<file path="src/rtl/btn_pkg.sv">
// Shared definitions for the push-button front end: channel FSM encodings
// and the default stability window.
package btn_pkg;

  typedef enum logic [1:0] {
    ST_LOW       = 2'd0,
    ST_RISE_WAIT = 2'd1,
    ST_HIGH      = 2'd2,
    ST_FALL_WAIT = 2'd3
  } btn_state_e;

  // 10 ms at 100 MHz
  localparam int DEBOUNCE_CYCLES = 1_000_000;

endpackage

</file>
<file path="src/rtl/debounce_if.sv">
// Button bundle between the board pins and the debouncer: raw pins in,
// clean levels out.
interface debounce_if #(
  parameter int NUM_BTN = 5
);
  logic [NUM_BTN-1:0] pb_raw;
  logic [NUM_BTN-1:0] pb_debounced;

  modport master (output pb_raw, input  pb_debounced);
  modport slave  (input  pb_raw, output pb_debounced);
endinterface

</file>
<file path="src/rtl/debounce_channel.sv">
// One button: 2-FF synchroniser followed by a stability-count FSM; the
// output level only moves after STABLE_CYCLES consecutive opposite samples.
module debounce_channel
  import btn_pkg::*;
#(
  parameter int STABLE_CYCLES = DEBOUNCE_CYCLES
) (
  input  logic clk,
  input  logic rst_n,
  input  logic pb_raw,
  output logic pb_debounced
);

  localparam int CNT_W = $clog2(STABLE_CYCLES + 1);
  localparam logic [CNT_W-1:0] CNT_MAX = CNT_W'(STABLE_CYCLES);
  localparam logic [CNT_W-1:0] CNT_ONE = CNT_W'(1);

  logic             s1_q, s2_q;
  btn_state_e       state_q, state_d;
  logic [CNT_W-1:0] cnt_q, cnt_d, cnt_inc;
  logic             out_q, out_d;

  assign cnt_inc = cnt_q + CNT_ONE;

  always_comb begin
    state_d = state_q;
    cnt_d   = cnt_q;
    out_d   = out_q;
    unique case (state_q)
      ST_LOW: if (s2_q) begin
        if (STABLE_CYCLES == 1) begin
          state_d = ST_HIGH;
          out_d   = 1'b1;
          cnt_d   = '0;
        end else begin
          state_d = ST_RISE_WAIT;
          cnt_d   = CNT_ONE;
        end
      end
      ST_RISE_WAIT: begin
        if (!s2_q) begin
          state_d = ST_LOW;
          cnt_d   = '0;
        end else if (cnt_inc == CNT_MAX) begin
          state_d = ST_HIGH;
          out_d   = 1'b1;
          cnt_d   = '0;
        end else begin
          cnt_d   = cnt_inc;
        end
      end
      ST_HIGH: if (!s2_q) begin
        if (STABLE_CYCLES == 1) begin
          state_d = ST_LOW;
          out_d   = 1'b0;
          cnt_d   = '0;
        end else begin
          state_d = ST_FALL_WAIT;
          cnt_d   = CNT_ONE;
        end
      end
      ST_FALL_WAIT: begin
        // a single high sample cancels the release attempt
        if (s2_q) begin
          state_d = ST_HIGH;
          cnt_d   = '0;
        end else if (cnt_inc == CNT_MAX) begin
          state_d = ST_LOW;
          out_d   = 1'b0;
          cnt_d   = '0;
        end else begin
          cnt_d   = cnt_inc;
        end
      end
    endcase
  end

  always_ff @(posedge clk or negedge rst_n) begin
    if (!rst_n) begin
      s1_q    <= 1'b0;
      s2_q    <= 1'b0;
      state_q <= ST_LOW;
      cnt_q   <= '0;
      out_q   <= 1'b0;
    end else begin
      s1_q    <= pb_raw;
      s2_q    <= s1_q;
      state_q <= state_d;
      cnt_q   <= cnt_d;
      out_q   <= out_d;
    end
  end

  assign pb_debounced = out_q;

endmodule

</file>
<file path="src/rtl/debounce.sv">
// Debouncer for the board push-buttons: NUM_BTN independent channels, each
// feeding one downstream edge-to-pulse stage.
module debounce
  import btn_pkg::*;
#(
  parameter int NUM_BTN       = 5,
  parameter int STABLE_CYCLES = DEBOUNCE_CYCLES
) (
  input  logic       clk,
  input  logic       rst_n,
  debounce_if.slave  bus
);

  if (STABLE_CYCLES < 1 || NUM_BTN < 1) begin : g_bad_cfg
    $error("debounce: STABLE_CYCLES and NUM_BTN must both be >= 1");
  end

  for (genvar i = 0; i < NUM_BTN; i++) begin : g_ch
    debounce_channel #(
      .STABLE_CYCLES (STABLE_CYCLES)
    ) u_ch (
      .clk          (clk),
      .rst_n        (rst_n),
      .pb_raw       (bus.pb_raw[i]),
      .pb_debounced (bus.pb_debounced[i])
    );
  end

endmodule

</file>
<file path="src/flat_wrapper.sv">
// flat-port wrapper written by rule: the top's interface ports become plain ports
module debounce_flat import btn_pkg::*;
#(
  parameter int NUM_BTN       = 5,
  parameter int STABLE_CYCLES = DEBOUNCE_CYCLES
)
  (clk, rst_n, bus_pb_raw, bus_pb_debounced);
  debounce_if #(.NUM_BTN(NUM_BTN)) bus_i ();
  input  logic clk;
  input  logic rst_n;
  input wire logic [$bits(bus_i.pb_raw)-1:0] bus_pb_raw;
  output wire logic [$bits(bus_i.pb_debounced)-1:0] bus_pb_debounced;
  assign bus_i.pb_raw = bus_pb_raw;
  assign bus_pb_debounced = bus_i.pb_debounced;
  debounce #(.NUM_BTN(NUM_BTN), .STABLE_CYCLES(STABLE_CYCLES)) u_core (.clk(clk), .rst_n(rst_n), .bus(bus_i));
endmodule
</file>
<file path="config.mk">
export PLATFORM = sky130hd
export DESIGN_NAME = debounce_flat
export DESIGN_NICKNAME = d
export VERILOG_FILES = /design/src/rtl/btn_pkg.sv /design/src/rtl/debounce_if.sv /design/src/rtl/debounce_channel.sv /design/src/rtl/debounce.sv /design/src/flat_wrapper.sv
export SDC_FILE = /design/constraint.sdc
export NUM_CORES = 1
export LEC_CHECK = 0
export CAP_MARGIN = 10
export CORE_ASPECT_RATIO = 2
export CORE_MARGIN = 2
export CORE_UTILIZATION = 55
export DETAILED_ROUTE_END_ITERATION = 10
export MAX_ROUTING_LAYER = met4
export PLACE_DENSITY = 0.71
export SYNTH_ARGS = -nofsm -noshare
export SYNTH_HDL_FRONTEND = slang
export SYNTH_HIERARCHICAL = 1
export SYNTH_SLANG_ARGS = --single-unit
export TNS_END_PERCENT = 20
</file>
<file path="constraint.sdc">
create_clock -name clk -period 3.05 [get_ports clk]
set_clock_uncertainty 0.15 [all_clocks]
set_input_delay 0.305 -clock clk [delete_from_list [all_inputs] [get_ports clk]]
set_output_delay 0.305 -clock clk [all_outputs]
set_load 0.02 [all_outputs]
</file>
==> run metrics, run 1 <==
setup total negative slack=0 ps; synthesized net count=between 900 and 1000; Die Area=16200 sq um; Total GRT Usage=26.3%; I/O pin count=12; Syn-to-layout area delta=11.9%; Rows=63; count of final setup violators=0; Yosys reg bits=125; Seq. cell area=3130 sq um; area of the multi-input gates=approximately 4700 sq um; asr flop ratio synth=100%; total setup buffers inserted after CTS=0; largest net degree at the start of global routing=77; first-pass GRT wire length=33800 microns; reg2reg path depth=8; post-synth top area share=37.7%; Avg Inst Size Synth=8.78 sq um; synth warn=6; worst min path class=in -> reg; ratio of cells with drive above 1 in the final layout=between 10% and 20%; Clk pin slew, worst setup/hold paths=approximately 60 ps; vias per cell=6.22; Post-Synth Simple-Gate Area=32.6%; most common cell after layout, fill and taps aside=dfrtp_1; reg2reg start=u_core/g_ch[0].u_ch/cnt_q[0]; Post-route DRC=0; clock tree from TritonCTS=built; Critical Path AT=3000 ps; Die H=178 microns; dominant synthesized flop cell=dfrtp_1; Post-synth EDFFs=0; register area share after synthesis=about 38%; Compound-Gate Fraction of Synth Area=18.4%; main combinational cell family by area after synthesis=simple AND/OR/NAND/NOR gates; root buffer cell=clkbuf_16; RSZ-0062 raised after global routing=no; critical path launch point=u_core/g_ch[0].u_ch/cnt_q[0]; Die Width=90.9 microns; met3 Usage GRT=3.86%; total of max-cap violations=0; FILL cells=1343; Worst VDD drop=0.000362 V; ant diodes=0; drt first pass iters=5; HPWL after DPL=14100 microns; Final Cycle Share=93.6%; outcome=complete, no violations; H-tree depth=4; Unique masters post-synth=73; PostCTS Resize Cnt=0; endpoints failing hold=0; most used routing layer=met2; Synth Area in XOR/XNOR=3.36%; WL final=19700 microns; area leader, netlist=dfrtp_1; post-synthesis mux area share=under 10%; gpl congestion=0.935; synthesized-area fraction occupied by adder cells=0.904%; Crit Path Max Fanout=7; reg2reg setup slack=190 ps; Slew @ Worst Pin=711 ps; minimum clock period=2860 ps; worst path required time=about 3200 ps; Core ar.=14800 sq um; M1 GR Usage=25.8%; met2 Usage GRT=between 40% and 50%; vias in the first global route=7290; clock tree buffer depth=2; leakage power=3.63 nW; power density cells=430 nW/um^2; placed insts=1137; Starting Density=56.0%; Critical Path Source Type=flip-flop; synthesized area=8300 sq um; Setup CP Type=reg -> reg; Slew Viols, Final=0; Syn Inst Count=946; fmax=~350 MHz; Via Count=7274; Non-Filler Instances=1170; Clock Latency Late Sink=410 ps; iteration-0 DRC count of the detailed router=354; final net count=975; Routed Antenna Nets=0; CP endpoint kind=flip-flop; Area contributors post-synth=dfrtp_1 38%, nand2_1 5.6%, nand3_1 4.8%, nand4_1 3.0%, nor3_1 2.5%; GR Overflow Total=0; IO buf count=11; routed len/inst=between 15 and 20 microns; CTS Buf Count=17; commonest non-fill, non-tap cells in the layout=125 x dfrtp_1, 124 x nand2_1, 80 x nand3_1, 45 x nor2_1, 45 x buf_4; initial antenna violation count=0; clk sink count=125; Slew HR=52.4%
cell type report:
type | count | area share (%)
well taps | 195 | 2.63
repair buffers | 58 | 5.16
clock inverters | 9 | 1.19
inverters | 38 | 1.54
multi-input cells | 722 | 50.6
flip-flops and latches | 125 | 33.7
clock buffers | 23 | 5.25
registers in the layout, indices dropped and copies added, names as in the netlist, named ones only:
name                           flops
u_core/g_ch.u_ch/pb_debounced      5
u_core/g_ch.u_ch/s2_q              5
u_core/g_ch.u_ch/state_q           5
u_core/g_ch.u_ch/cnt_q           100
u_core/g_ch.u_ch/s1_q              5
through the flow:
step                util (%)  hold WS, ps  area, sq um  total power [W]  setup slack [ps]
finish                  62.7          188         9290          0.00399               194
global route            62.7          172         9290          0.00414              33.1
CTS                     62.7          177         9290          0.00404               187
detailed placement      58.6          137         8680          0.00200               206
global placement        58.6          134         8680          0.00200               280
floorplan                  -         -141         8300          0.00189               371
routing by layer:
metal	share of wire [%]	routed length (microns)
met5	0	0
met4	3.8	740
met3	2.5	482
met2	56	11000
met1	38	7440
worst max-delay path, cell delays in order, from the launching register on:
cell       delay [ps]
dfrtp_1           420
ha_1              290
nand4_1           250
or2_4             320
o31a_1            310
nor4_4            260
o2111ai_4         210
nor2_2            190
mux2_1            340
synth_stat cells (10+ instances only):
master and number:
buf_4 15, o31ai_1 26, clkbuf_1 26, dfrtp_1 125, buf_2 16, xnor2_1 21
o21ai_0 14, or3_1 28, nand3_1 80, nor2_1 45, inv_1 34, and3_1 12
nand2_1 124, o22ai_1 10, a21oi_1 29, o31a_1 11, nor3_1 41, o21ai_1 28
a31oi_1 26, nand4_1 40
logic make-up (layout without fill, tap and decap cells):
kind of cell	after synthesis	after routing
XOR/XNOR	31	31
AO/OA/AOI/OAI	206	206
flip-flops	125	125
adder cells (fa/ha/maj)	6	6
buffers and inverters	99	128
AND/OR/NAND/NOR	469	469
multiplexers	10	10
how the worst min path moves through the flow:
stage	from	endpoint	slack [ps]	cells after the start
3_3_place_gp	rst_n	u_core/g_ch[4].u_ch/cnt_q[10]	130	1
4_1_cts	bus_pb_raw[1]	u_core/g_ch[1].u_ch/s1_q	180	1
6_report	bus_pb_raw[1]	u_core/g_ch[1].u_ch/s1_q	190	1
2_1_floorplan	rst_n	asynchronous set/reset pin	-140	0
3_5_place_dp	rst_n	u_core/g_ch[4].u_ch/cnt_q[10]	140	1
5_1_grt	bus_pb_raw[1]	u_core/g_ch[1].u_ch/s1_q	170	1
what timing repair did:
item                                    CTS  global route
hold buffers                              1             0
endpoints found under the setup margin    0             0
hold endpoints to repair                 49             0
power by group:
| group | total [W] | switching [W] | internal, W | leakage [nW] |
|---|---|---|---|---|
| logic | 0.000234 | 0.000156 | 0.0000783 | 1.65 |
| clock network | 0.00202 | 0.000730 | 0.00129 | 0.285 |
| registers | 0.00174 | 0.0000460 | 0.00169 | 1.69 |
(Power assumes the default switching activity.)
==> run 2, diff against run 1 <==
--- a/config.mk
+++ b/config.mk
@@ -8,10 +8,10 @@
 export CAP_MARGIN = 10
 export CORE_ASPECT_RATIO = 2
 export CORE_MARGIN = 2
-export CORE_UTILIZATION = 55
+export CORE_UTILIZATION = 57
 export DETAILED_ROUTE_END_ITERATION = 10
 export MAX_ROUTING_LAYER = met4
-export PLACE_DENSITY = 0.71
+export PLACE_DENSITY_LB_ADDON = 0.1
 export SYNTH_ARGS = -nofsm -noshare
 export SYNTH_HDL_FRONTEND = slang
 export SYNTH_HIERARCHICAL = 1
==> run metrics, run 2 (synthesis results as in run 1) <==
max reg flops=100 (unchanged); Starting Density=58.2% (was 56.0%); CTS Buf Count=17 (unchanged); WL final=20800 microns (was 19700 microns); worst path required time=3190 ps (about the same); I/O pin count=12 (unchanged); Syn-to-layout area delta=12.1% (was 11.9%); setup total negative slack=0 ps (unchanged); H-tree depth=4 (unchanged); power density cells=458 nW/um^2 (was 430 nW/um^2); vias in the first global route=7621 (was 7290); Die Area=15600 sq um (was 16200 sq um); Worst Hold End=u_core/g_ch[3].u_ch/s1_q (was u_core/g_ch[1].u_ch/s1_q); Crit Path Max Fanout=7 (unchanged); clock tree from TritonCTS=built (unchanged); reg2reg path depth=8 (unchanged); endpoints failing hold=0 (unchanged); CP endpoint kind=flip-flop (unchanged); GR Overflow Total=0 (unchanged); Clk pin slew, worst setup/hold paths=60 ps (about the same); Hold Startpoint=bus_pb_raw[3] (was bus_pb_raw[1]); Rows=62 (was 63); count of final setup violators=0 (unchanged); fmax=348 MHz (was 350 MHz); largest net degree at the start of global routing=43 (was 77); drt first pass iters=5 (unchanged); crit path cell chain=ha_1, nand4_1, or2_4, o31a_1, nor4_4, o2111ai_4, nor2_2, mux2_1 (unchanged); Via Count=7458 (was 7274); first-pass GRT wire length=35300 microns (was 33800 microns); commonest non-fill, non-tap cells in the layout=125 x dfrtp_1, 124 x nand2_1, 80 x nand3_1, 45 x nor2_1 (was 125 x dfrtp_1, 124 x nand2_1, 80 x nand3_1, 45 x nor2_1, 45 x buf_4); Critical Path Source Type=flip-flop (unchanged); Slew Viols, Final=0 (unchanged); Die H=175 microns (was 178 microns); vias per cell=6.43 (was 6.22); hold depth=1 (unchanged); Worst VDD drop=0.000387 V (was 0.000362 V); reg2reg setup slack=170 ps (was 190 ps); root buffer cell=clkbuf_16 (unchanged); IO buf count=11 (unchanged); Crit-path slowest cell=dfrtp_1 (unchanged); Post-route DRC=0 (unchanged); routed len/inst=17.9 microns (was 16.8 microns); ant diodes=0 (unchanged); Die Width=89.3 microns (was 90.9 microns); Total GRT Usage=29.1% (was 26.3%); HPWL after DPL=14700 microns (was 14100 microns); Routed Antenna Nets=0 (unchanged); Setup WS pre-CTS=124 ps (was 206 ps); design area=9310 sq um (was 9290 sq um); total of max-cap violations=0 (unchanged); RSZ-0062 raised after global routing=no (unchanged); CP top delay family=simple AND/OR/NAND/NOR gates (unchanged); buffer and inverter count on the worst path=0 (unchanged); Cell Area, Placed=8620 sq um (was 8680 sq um); Setup CP Type=reg -> reg (unchanged); Final WS setup=174 ps (was 194 ps); Core ar.=14300 sq um (was 14800 sq um); Worst path max stage delay=430 ps (was 420 ps); clock tree buffer depth=2 (unchanged); outcome=complete, no violations (unchanged); final net count=968 (was 975); Critical Path AT=3020 ps (was 3000 ps); leakage power=3.63 nW (about the same); clk sink count=125 (unchanged); largest register by flop count=u_core/g_ch.u_ch/cnt_q (unchanged); iteration-0 DRC count of the detailed router=422 (was 354); ratio of cells with drive above 1 in the final layout=14.1% (was 14.4%); worst min path class=in -> reg (unchanged); gpl congestion=0.915 (was 0.935); most common cell after layout, fill and taps aside=dfrtp_1 (unchanged); Final Cycle Share=94.3% (was 93.6%); Slew @ Worst Pin=676 ps (was 711 ps); Slew HR=54.7% (was 52.4%); minimum clock period=2880 ps (was 2860 ps); Clock Latency Late Sink=410 ps (about the same); initial antenna violation count=0 (unchanged); reg2reg start=u_core/g_ch[0].u_ch/cnt_q[0] (unchanged); Core Util, Final=65.2% (was 62.7%)
-- run 2: layout make-up --
| class | count | area [sq um] |
|---|---|---|
| multi-input combinational | 722 | 4710 |
| sequential | 125 | 3130 |
| clock inverter | 9 | 181 |
| clock buffer | 22 | 484 |
| fill | 1237 | 4960 |
| tap | 192 | 240 |
| timing repair buffer | 51 | 423 |
| inverter | 38 | 143 |
-- run 2: how the worst max path moves through the flow --
| stage | slack [ps] | depth (start not counted) | from | to |
|---|---|---|---|---|
| floorplan | 370 | 8 | u_core/g_ch[4].u_ch/cnt_q[0] | flip-flop |
| global placement | 220 | 8 | u_core/g_ch[3].u_ch/cnt_q[1] | flip-flop |
| detailed placement | 120 | 8 | u_core/g_ch[3].u_ch/cnt_q[1] | flip-flop |
| CTS | 130 | 8 | u_core/g_ch[3].u_ch/cnt_q[1] | flip-flop |
| global route | 5 | 8 | u_core/g_ch[1].u_ch/cnt_q[0] | flip-flop |
| finish | 170 | 8 | u_core/g_ch[0].u_ch/cnt_q[0] | flip-flop |
-- run 2: repair_timing --
action | 4_1_cts | 5_1_grt
gates resized for setup | 0 | 3
buffers inserted | 0 | 0
hold endpoints to repair | 39 | 0
setup endpoints to repair | 0 | 5
hold buffers | 1 | 0
-- run 2: routing by layer --
layer | routed length [microns] | up-vias | global-route usage [%]
li1 | - | 3520 | -
met5 | 0 | - | -
met4 | 792 | 0 | 14.1
met3 | 777 | 61 | 4.35
met1 | 7540 | 3656 | 29.3
met2 | 11700 | 221 | 52.5
-- run 2: metrics by stage --
stage	cells	power, W	hold slack, ps
after detailed placement	1127	0.00201	186
final	1159	0.00427	175
after global routing	1159	0.00442	160
after CTS	1159	0.00431	162
after floorplan	946	0.00189	-141
after global placement	1127	0.00200	186
-- run 2: report_power, final --
part           total, W  switching [W]  internal [W]
logic          0.000243       0.000163     0.0000794
clock network   0.00229       0.000749       0.00154
registers       0.00174      0.0000451       0.00169
total           0.00427       0.000957       0.00331
==> run 3, diff against run 2 <==
--- a/config.mk
+++ b/config.mk
@@ -5,6 +5,7 @@
 export SDC_FILE = /design/constraint.sdc
 export NUM_CORES = 1
 export LEC_CHECK = 0
+export ABC_AREA = 0
 export CAP_MARGIN = 10
 export CORE_ASPECT_RATIO = 2
 export CORE_MARGIN = 2
==> results of run 3 <==
No change in the layout: final DEF, timing and power equal those of run 2.
